**src/rtl/vga_sync_if.sv**
```systemverilog
// Scan-timing bundle from the VGA sync generator to the pixel generators.
// The master drives it and pixel logic samples it combinationally.
interface vga_sync_if;
    logic       hsync;
    logic       vsync;
    logic       video_on;
    logic       p_tick;
    logic       frame_tick;
    logic [9:0] x;
    logic [9:0] y;

    modport master (
        output hsync, vsync, video_on, p_tick, frame_tick, x, y
    );

    modport slave (
        input hsync, vsync, video_on, p_tick, frame_tick, x, y
    );
endinterface

```
**src/rtl/vga_sync_gen.sv**
```systemverilog
// 640x480@60 VGA timing source: divides the board clock into a pixel strobe,
// runs the scan counters, and produces registered active-low sync pulses.
module vga_sync_gen #(
    parameter int H_DISPLAY = 640,
    parameter int H_FRONT   = 16,
    parameter int H_SYNC    = 96,
    parameter int H_BACK    = 48,
    parameter int V_DISPLAY = 480,
    parameter int V_FRONT   = 10,
    parameter int V_SYNC    = 2,
    parameter int V_BACK    = 33,
    parameter int CLK_DIV   = 4
) (
    input  logic        clk,
    input  logic        reset,
    vga_sync_if.master  vga
);

    localparam int DIV_W = (CLK_DIV > 1) ? $clog2(CLK_DIV) : 1;
    localparam logic [DIV_W-1:0] DIV_MAX = DIV_W'(CLK_DIV - 1);

    localparam logic [9:0] H_MAX    = 10'(H_DISPLAY + H_FRONT + H_SYNC + H_BACK - 1);
    localparam logic [9:0] V_MAX    = 10'(V_DISPLAY + V_FRONT + V_SYNC + V_BACK - 1);
    localparam logic [9:0] H_VIS    = 10'(H_DISPLAY);
    localparam logic [9:0] V_VIS    = 10'(V_DISPLAY);
    localparam logic [9:0] HS_START = 10'(H_DISPLAY + H_FRONT);
    localparam logic [9:0] HS_END   = 10'(H_DISPLAY + H_FRONT + H_SYNC - 1);
    localparam logic [9:0] VS_START = 10'(V_DISPLAY + V_FRONT);
    localparam logic [9:0] VS_END   = 10'(V_DISPLAY + V_FRONT + V_SYNC - 1);

    logic [DIV_W-1:0] div_cnt;
    logic [DIV_W-1:0] div_next;
    logic [9:0]       h_cnt;
    logic [9:0]       h_next;
    logic [9:0]       v_cnt;
    logic [9:0]       v_next;
    logic             hsync_q;
    logic             vsync_q;
    logic             p_tick;

    assign p_tick = (div_cnt == DIV_MAX);

    // Out-of-range counts (e.g. after an upset) fall back to 0 on the next pixel tick.
    always_comb begin
        div_next = (div_cnt >= DIV_MAX) ? '0 : div_cnt + 1'b1;
        h_next   = h_cnt;
        v_next   = v_cnt;
        if (p_tick) begin
            h_next = (h_cnt >= H_MAX) ? '0 : h_cnt + 10'd1;
            if (v_cnt > V_MAX) begin
                v_next = '0;
            end else if (h_cnt == H_MAX) begin
                v_next = (v_cnt == V_MAX) ? '0 : v_cnt + 10'd1;
            end
        end
    end

    // Syncs are decoded from the next counts so they switch on the same edge as x/y.
    always_ff @(posedge clk or negedge reset) begin
        if (!reset) begin
            div_cnt <= '0;
            h_cnt   <= '0;
            v_cnt   <= '0;
            hsync_q <= 1'b1;
            vsync_q <= 1'b1;
        end else begin
            div_cnt <= div_next;
            h_cnt   <= h_next;
            v_cnt   <= v_next;
            hsync_q <= !((h_next >= HS_START) && (h_next <= HS_END));
            vsync_q <= !((v_next >= VS_START) && (v_next <= VS_END));
        end
    end

    assign vga.hsync      = hsync_q;
    assign vga.vsync      = vsync_q;
    assign vga.p_tick     = p_tick;
    assign vga.x          = h_cnt;
    assign vga.y          = v_cnt;
    assign vga.video_on   = (h_cnt < H_VIS) && (v_cnt < V_VIS);
    assign vga.frame_tick = p_tick && (h_cnt == H_MAX) && (v_cnt == V_MAX);

endmodule

```
**src/flat_wrapper.sv**
```systemverilog
// flat-port wrapper written by rule: the top's interface ports become plain ports
module vga_sync_gen_flat 
#(
    parameter int H_DISPLAY = 640,
    parameter int H_FRONT   = 16,
    parameter int H_SYNC    = 96,
    parameter int H_BACK    = 48,
    parameter int V_DISPLAY = 480,
    parameter int V_FRONT   = 10,
    parameter int V_SYNC    = 2,
    parameter int V_BACK    = 33,
    parameter int CLK_DIV   = 4
)
  (clk, reset, vga_hsync, vga_vsync, vga_video_on, vga_p_tick, vga_frame_tick, vga_x, vga_y);
  vga_sync_if vga_i ();
  input  logic clk;
  input  logic reset;
  output wire logic [$bits(vga_i.hsync)-1:0] vga_hsync;
  output wire logic [$bits(vga_i.vsync)-1:0] vga_vsync;
  output wire logic [$bits(vga_i.video_on)-1:0] vga_video_on;
  output wire logic [$bits(vga_i.p_tick)-1:0] vga_p_tick;
  output wire logic [$bits(vga_i.frame_tick)-1:0] vga_frame_tick;
  output wire logic [$bits(vga_i.x)-1:0] vga_x;
  output wire logic [$bits(vga_i.y)-1:0] vga_y;
  assign vga_hsync = vga_i.hsync;
  assign vga_vsync = vga_i.vsync;
  assign vga_video_on = vga_i.video_on;
  assign vga_p_tick = vga_i.p_tick;
  assign vga_frame_tick = vga_i.frame_tick;
  assign vga_x = vga_i.x;
  assign vga_y = vga_i.y;
  vga_sync_gen #(.H_DISPLAY(H_DISPLAY), .H_FRONT(H_FRONT), .H_SYNC(H_SYNC), .H_BACK(H_BACK), .V_DISPLAY(V_DISPLAY), .V_FRONT(V_FRONT), .V_SYNC(V_SYNC), .V_BACK(V_BACK), .CLK_DIV(CLK_DIV)) u_core (.clk(clk), .reset(reset), .vga(vga_i));
endmodule
```
**config.mk**
```make
export PLATFORM = sky130hd
export DESIGN_NAME = vga_sync_gen_flat
export DESIGN_NICKNAME = d
export VERILOG_FILES = /design/src/rtl/vga_sync_if.sv /design/src/rtl/vga_sync_gen.sv /design/src/flat_wrapper.sv
export SDC_FILE = /design/constraint.sdc
export NUM_CORES = 1
export LEC_CHECK = 0
export CAP_MARGIN = 20
export CORE_MARGIN = 2
export CORE_UTILIZATION = 49
export CTS_CLUSTER_SIZE = 24
export DETAILED_ROUTE_END_ITERATION = 8
export GPL_TIMING_DRIVEN = 0
export PLACE_DENSITY = 0.82
export SYNTH_ARGS = -nofsm -noshare
export SYNTH_HDL_FRONTEND = slang
export SYNTH_SLANG_ARGS = --single-unit
```
**constraint.sdc**
```tcl
create_clock -name clk -period 2.9 [get_ports clk]
set_input_delay 0.435 -clock clk [delete_from_list [all_inputs] [get_ports clk]]
set_output_delay 0.435 -clock clk [all_outputs]
set_load 0.02 [all_outputs]
```
==> out/summary.txt, run 1 <==
Run status = finished clean
Pwr dens = 254 mW/mm²
Initial DRC Count = 55
Post-layout instance area = 0.00192 mm²
Register bit total from synthesis = 24
Synth warnings = 0
Post-synth cell types = 52
Max_cap viols = 0
Initial core utilization = 0.512
Fraction of registers with async set/reset = 1.00
TritonCTS Buffers = 3
Synthesized instance count = 176
Cts hold-fix bufs = 0
H-tree level count = 1
Routed wire length = 3800 µm
Fmax = 395 MHz
Top Ports = 27
Final HPWL DP = 2830 µm
Antenna violations before repair = 0
Clock slew seen by the registers of the worst setup and hold paths = 0.13 ns
Series of cell instances along the critical path = or3_1, nor4_4, and4_1, dlymetal6s2s_1
Share of synthesized area occupied by flip-flops and latches = 0.389
Final worst-path cycle share = 0.873
Remaining antenna violation count after routing = 0
Die boundary height = 60.2 µm
Maximum fanout along the worst path = 8
Final global-route overflow total = 0
Iteration count of the initial detailed-routing pass = 4
Endpoint required time on the critical path = 2.47 ns
Max-Slew Margin vs Limit = 0.520
Average vias per placed instance = 5.98
Most used DFF post-synth = dfrtp_1
Sum of buffers and inverters on the critical path = 1
Clock sink count = 24
Total count of max-transition violations in the final report = 0
Total Die Area = 0.00363 mm²
Number of fillers in the final layout = 265
Placed instance count = 246
Post-layout instance count excluding filler cells = 250
Final routed wire length divided by cell count = 15.2 µm
Clk buf depth = 2
R2r setup slk = 0.52 ns
Vias in the first global route = 1413
Worst path max stage delay = 0.47 ns
Class of the tightest hold or removal check = flop to flop
Post-synth EDFFs = 0
Global-route wire length before repair = 6360 µm
Final-report hold violation count = 0
Clock root buffer = clkbuf_4
CTS tree = done
Die width = 60.2 µm
Post-synthesis area per instance = 8.80 µm²
Worst setup SP type = flop
Synthesized cell area = 0.00155 mm²
Final antenna diode count = 0
Final setup violating endpoints = 0
Number of nets in the finished design = 214
Final clock skew = 0.00682 ns
Count of buffers inserted at the top-level ports = 26
LEAKAGE = 0.783 nW
Post-route DRC violation count = 0
RSZ-0062 raised after global routing = false
Layout cell share with drive strength beyond 1 = 0.117
Source-to-sink clock delay at the later pin of the worst-skew pair = 0.31 ns
Global Route Usage Sum = 0.232
Layout overhead on the synthesized area = 23.9%
CP top delay family = simple AND/OR/NAND/NOR gates
Minimum clock period after layout = 2.53 ns
Slowest-stage cell, CP = dfrtp_1
Final sum of negative setup slack = 0 ns
Critical path start-end classification = flop to output pin
Critical Path AT = 2.10 ns
Worst-Margin Slew = 0.720 ns
Worst vdd ir = 0.169 mV
Gp weighted congestion = 0.826
Overall via count from detail_route = 1496
Placeable core area = 0.00303 mm²
Maximum number of pins on one net before global-route repair = 25
Crit. End Element = output pin
Synthesized netlist net count = 182
Standard-cell row count = 20
Post-DP Area = 0.00186 mm²
[Yosys cell counts (3+ instances only)]
library cell | number | area share
nand2_1 | 25 | 0.061
o21ai_0 | 19 | 0.061
inv_1 | 7 | 0.017
nand2b_1 | 4 | 0.016
or3_1 | 3 | 0.012
a21oi_1 | 8 | 0.026
nand4_1 | 3 | 0.012
a31oi_1 | 3 | 0.012
xnor2_1 | 3 | 0.017
and4_1 | 3 | 0.017
nand3_1 | 10 | 0.032
nor2_1 | 5 | 0.012
clkbuf_1 | 5 | 0.012
nor3_1 | 5 | 0.016
and3_1 | 3 | 0.012
dfrtp_1 | 22 | 0.36
nor4_2 | 4 | 0.032
ha_1 | 4 | 0.032
[state kept, by name, summed over array words and instances, names as in the netlist]
| signal | cells |
|---|---|
| u_core.div_cnt | 2 |
| u_core.vga.hsync | 1 |
| u_core.vga.x | 10 |
| u_core.vga.vsync | 1 |
| u_core.vga.y | 10 |
[layout by cell type, fill, tap and decap left out, types with 3 or more instances in the layout]
| master | n |
|---|---|
| nor3_1 | 5 |
| nand2_1 | 25 |
| and4_1 | 3 |
| inv_1 | 7 |
| or3_1 | 3 |
| nor2_1 | 5 |
| nor4_2 | 3 |
| clkbuf_4 | 3 |
| nand3_1 | 10 |
| a21oi_1 | 8 |
| clkdlybuf4s50_1 | 25 |
| nand2b_1 | 4 |
| dfrtp_1 | 21 |
| nand4_1 | 3 |
| a31oi_1 | 3 |
| and3_1 | 3 |
| o21ai_0 | 19 |
| xnor2_1 | 3 |
| clkbuf_1 | 3 |
| ha_1 | 4 |
[routing by layer]
| layer | share of wire | up-vias | global-route usage |
|---|---|---|---|
| li1 | - | 713 | - |
| met1 | 0.42 | 715 | 0.296 |
| met2 | 0.52 | 60 | 0.390 |
| met3 | 0.042 | 8 | 0.0238 |
| met4 | 0.019 | 0 | 0.111 |
| met5 | 0 | - | 0 |
[per-stage QoR]
stage	power [mW]	setup WS (ns)	hold slack, ns	util
final	0.487	0.369	0.443	0.634
after global placement	0.349	0.0911	0.418	0.616
after floorplan	0.341	0.736	0.139	-
after detailed placement	0.349	0.0595	0.431	0.616
after global routing	0.512	0.254	0.476	0.634
after CTS	0.493	0.0204	0.450	0.625
[final timing paths]
path | start | to | cells past startpoint
setup / recovery | u_core.vga.y[4] | vga_frame_tick | 4
hold reg to reg | u_core.div_cnt[0] | u_core.div_cnt[0] | 1
setup reg to reg | u_core.vga.x[0] | u_core.vga.vsync | 7
max in group asynchronous | reset | u_core.vga.vsync | 2
hold / removal | u_core.div_cnt[0] | u_core.div_cnt[0] | 1
min in group asynchronous | reset | u_core.vga.y[6] | 1
[cell type report]
cell class | count | area, µm² | share of cell area
Tap cell | 44 | 55.1 | 0.0287
Sequential cell | 24 | 604 | 0.315
Multi-Input combinational cell | 136 | 877 | 0.457
Buffer | 8 | 48.8 | 0.0254
Clock buffer | 3 | 22.5 | 0.0117
Timing Repair Buffer | 28 | 285 | 0.149
Inverter | 7 | 26.3 | 0.0137
[report_power, final]
part | switching [mW] | internal, mW
logic | 0.00668 | 0.00302
registers | 0 | 0.335
clock network | 0.0942 | 0.0485
total | 0.101 | 0.386
[cell families after synthesis]
kind of cell | after synthesis | share of synthesized area
and+or+nand+nor | 77 | 0.294
AOI/OAI and AO/OA | 51 | 0.211
DFF | 24 | 0.389
buffers and inverters | 16 | 0.0501
adders and majority gates | 4 | 0.0323
xor gates and xnor gates | 3 | 0.0170
muxes | 1 | 0.00646
[what timing repair did]
item	CTS	global route
pin swaps	1	1
endpoints found under the setup margin	1	1
setup buffers	0	1
resized for setup	2	2
Power figures use the tool's default switching activity.
==> run 2: changes to the inputs <==
Settings changed: CORE_MARGIN 2 to unset, CORE_UTILIZATION 49 to 45, CTS_CLUSTER_SIZE 24 to 14, PLACE_DENSITY 0.82 to 0.77.
==> out/summary.txt, run 2 (synthesis gave the netlist of run 1 again) <==
Reg2reg end = u_core.vga.vsync
Total internal power = 0.386 mW (about the same)
Minimum clock period after layout = 2.56 ns (+0.0244 ns)
Final worst-path cycle share = 0.881 (+0.00840)
Placeable core area = 0.00315 mm² (+4.1%)
Sw power = 0.101 mW (-0.11%)
R2r setup slk = 0.47 ns (-0.05 ns)
Sink of the worst hold path = u_core.div_cnt[0]
Total count of max-transition violations in the final report = 0 (unchanged)
Overall power consumption = 0.487 mW (about the same)
Critical path start-end classification = flop to output pin
Footprint of the multi-input gates = 877 µm² (unchanged)
Standard-cell row count = 20 (unchanged)
Met1 demand-to-capacity share in global routing = 0.313 (+0.0163)
Die width = 60.7 µm (+0.74%)
TritonCTS Buffers = 3 (unchanged)
Critical Path AT = 2.12 ns (+0.02 ns)
Max-Slew Margin vs Limit = 0.511 (-0.00960)
Total Die Area = 0.00368 mm² (+1.5%)
Iteration count of the initial detailed-routing pass = 4 (unchanged)
Count of cells along the worst register-to-register path = 7 (unchanged)
Global Route Usage Sum = 0.239 (+0.00687)
Initial core utilization = 0.491 (-0.0203)
Crit. End Element = output pin
Leading cell types in the layout, fill and taps excluded = nand2_1, clkdlybuf4s50_1, dfrtp_1
Routed wire length = 3840 µm (+0.97%)
Average vias per placed instance = 5.95 (-0.53%)
Final HPWL DP = 2780 µm (-1.7%)
Layout cell share with drive strength beyond 1 = 0.126 (+0.00910)
Hold depth = 1 (unchanged)
Final setup violating endpoints = 0 (unchanged)
CTS tree = done
Final global-route overflow total = 0 (unchanged)
Portion of total power attributed to sequential cells = 0.687 (about the same)
Post-route DRC violation count = 0 (unchanged)
Final-report hold violation count = 0 (unchanged)
LEAKAGE = 0.787 nW (+0.48%)
Placed instance count = 246 (unchanged)
Final routed wire length divided by cell count = 15.3 µm (+0.57%)
Critical R2R Launch = u_core.vga.x[0]
Worst setup SP type = flop
Vias in the first global route = 1368 (-3.2%)
Pwr dens = 253 mW/mm² (-0.49%)
Global-route wire length before repair = 6440 µm (+1.2%)
Top Ports = 27 (unchanged)
Endpoint required time on the critical path = 2.47 ns (about the same)
Number of fillers in the final layout = 306 (+15%)
Cts hold-fix bufs = 0 (unchanged)
Fmax = 391 MHz (-0.95%)
Gp weighted congestion = 0.840 (+1.8%)
Class of the tightest hold or removal check = flop to flop
M2 GR Usage = 0.410 (+0.0200)
Final antenna diode count = 0 (unchanged)
Clock sink count = 24 (unchanged)
Antenna violations before repair = 0 (unchanged)
H-tree level count = 1 (unchanged)
Remaining antenna violation count after routing = 0 (unchanged)
Most Used Layer, Global Route = met2
Switch share = 0.207 (about the same)
Clk buf depth = 2 (unchanged)
Seq. cell area = 606 µm² (+0.21%)
Maximum number of pins on one net before global-route repair = 25 (unchanged)
Source-to-sink clock delay at the later pin of the worst-skew pair = 0.30 ns (about the same)
Count of buffers inserted at the top-level ports = 26 (unchanged)
Start point of the worst min-delay path = u_core.div_cnt[0]
Share of the core filled with cells = 0.612 (-0.0224)
Die boundary height = 60.7 µm (+0.74%)
GR met3 Demand/Resource = 0.0235 (-0.000355)
Final clock skew = 0.00339 ns (-0.00343 ns)
Clock network power share = 0.292 (about the same)
Layout overhead on the synthesized area = 24.5%
Worst-Margin Slew = 0.734 ns (+0.0144 ns)
Overall via count from detail_route = 1494 (-0.13%)
RSZ-0062 raised after global routing = false
Initial DRC Count = 64 (+16%)
Combinational cell fraction of total power = 0.020 (about the same)
Clock slew seen by the registers of the worst setup and hold paths = 0.12 ns (about the same)
Max_cap viols = 0 (unchanged)
Clock root buffer = clkbuf_4
Maximum fanout along the worst path = 8 (unchanged)
Run status = finished clean
Post-layout instance count excluding filler cells = 251 (+0.40%)
Number of nets in the finished design = 215 (+0.47%)
Worst vdd ir = 0.162 mV (-4.0%)
Hold WS = 0.446 ns (+0.00287 ns)
Final sum of negative setup slack = 0 ns (unchanged)
[run 2: worst max-delay path, cell delays in order (launching register included)]
cell and delay (ns):
dfrtp_2 0.48, or3_1 0.45, nor4_4 0.40, and4_1 0.26
dlymetal6s2s_1 0.23
[run 2: through the flow]
step	instance area (µm²)	worst slack [ns]
2_1_floorplan	1550	0.736
3_3_place_gp	1860	0.0353
3_5_place_dp	1860	0.0627
4_1_cts	1890	0.00278
5_1_grt	1930	0.298
6_report	1930	0.345
[run 2: repair_timing]
action | in CTS | in global routing
endpoints found under the hold margin | 0 | 0
gates cloned | 0 | 0
pin swaps | 1 | 1
buffers inserted | 0 | 2
resized for setup | 2 | 3
endpoints found under the setup margin | 1 | 1
[run 2: power groups by stage]
stage / Sequential (mW) / Combinational (mW) / Clock [mW]
after floorplan: 0.341 / 0.000000329 / 0
after global placement: 0.341 / 0.00794 / 0
after detailed placement: 0.341 / 0.00811 / 0
after CTS: 0.335 / 0.00813 / 0.150
after global routing: 0.335 / 0.0115 / 0.160
final: 0.335 / 0.00979 / 0.142
[run 2: layout make-up]
type                            instances  share of cell area
Buffer                                  8              0.0253
Clock buffer                            3              0.0117
Inverter                                7              0.0136
Multi-Input combinational cell        136               0.455
Sequential cell                        24               0.314
Tap cell                               44              0.0286
Timing Repair Buffer                   29               0.152
[run 2: worst max path at each step]
stage	start	end	slack, ns
4_1_cts	u_core.vga.y[6]	vga_frame_tick	0.003
5_1_grt	u_core.vga.y[4]	vga_frame_tick	0.30
3_5_place_dp	u_core.div_cnt[0]	vga_frame_tick	0.06
6_report	u_core.vga.y[4]	vga_frame_tick	0.34
2_1_floorplan	u_core.vga.x[0]	u_core.vga.vsync	0.74
3_3_place_gp	u_core.div_cnt[0]	vga_frame_tick	0.04
[run 2: metal layers]
| metal | up-vias | wire length, µm |
|---|---|---|
| met5 | - | 0 |
| met1 | 741 | 1770 |
| met2 | 33 | 1880 |
| met3 | 4 | 134 |
| li1 | 716 | - |
| met4 | 0 | 48 |
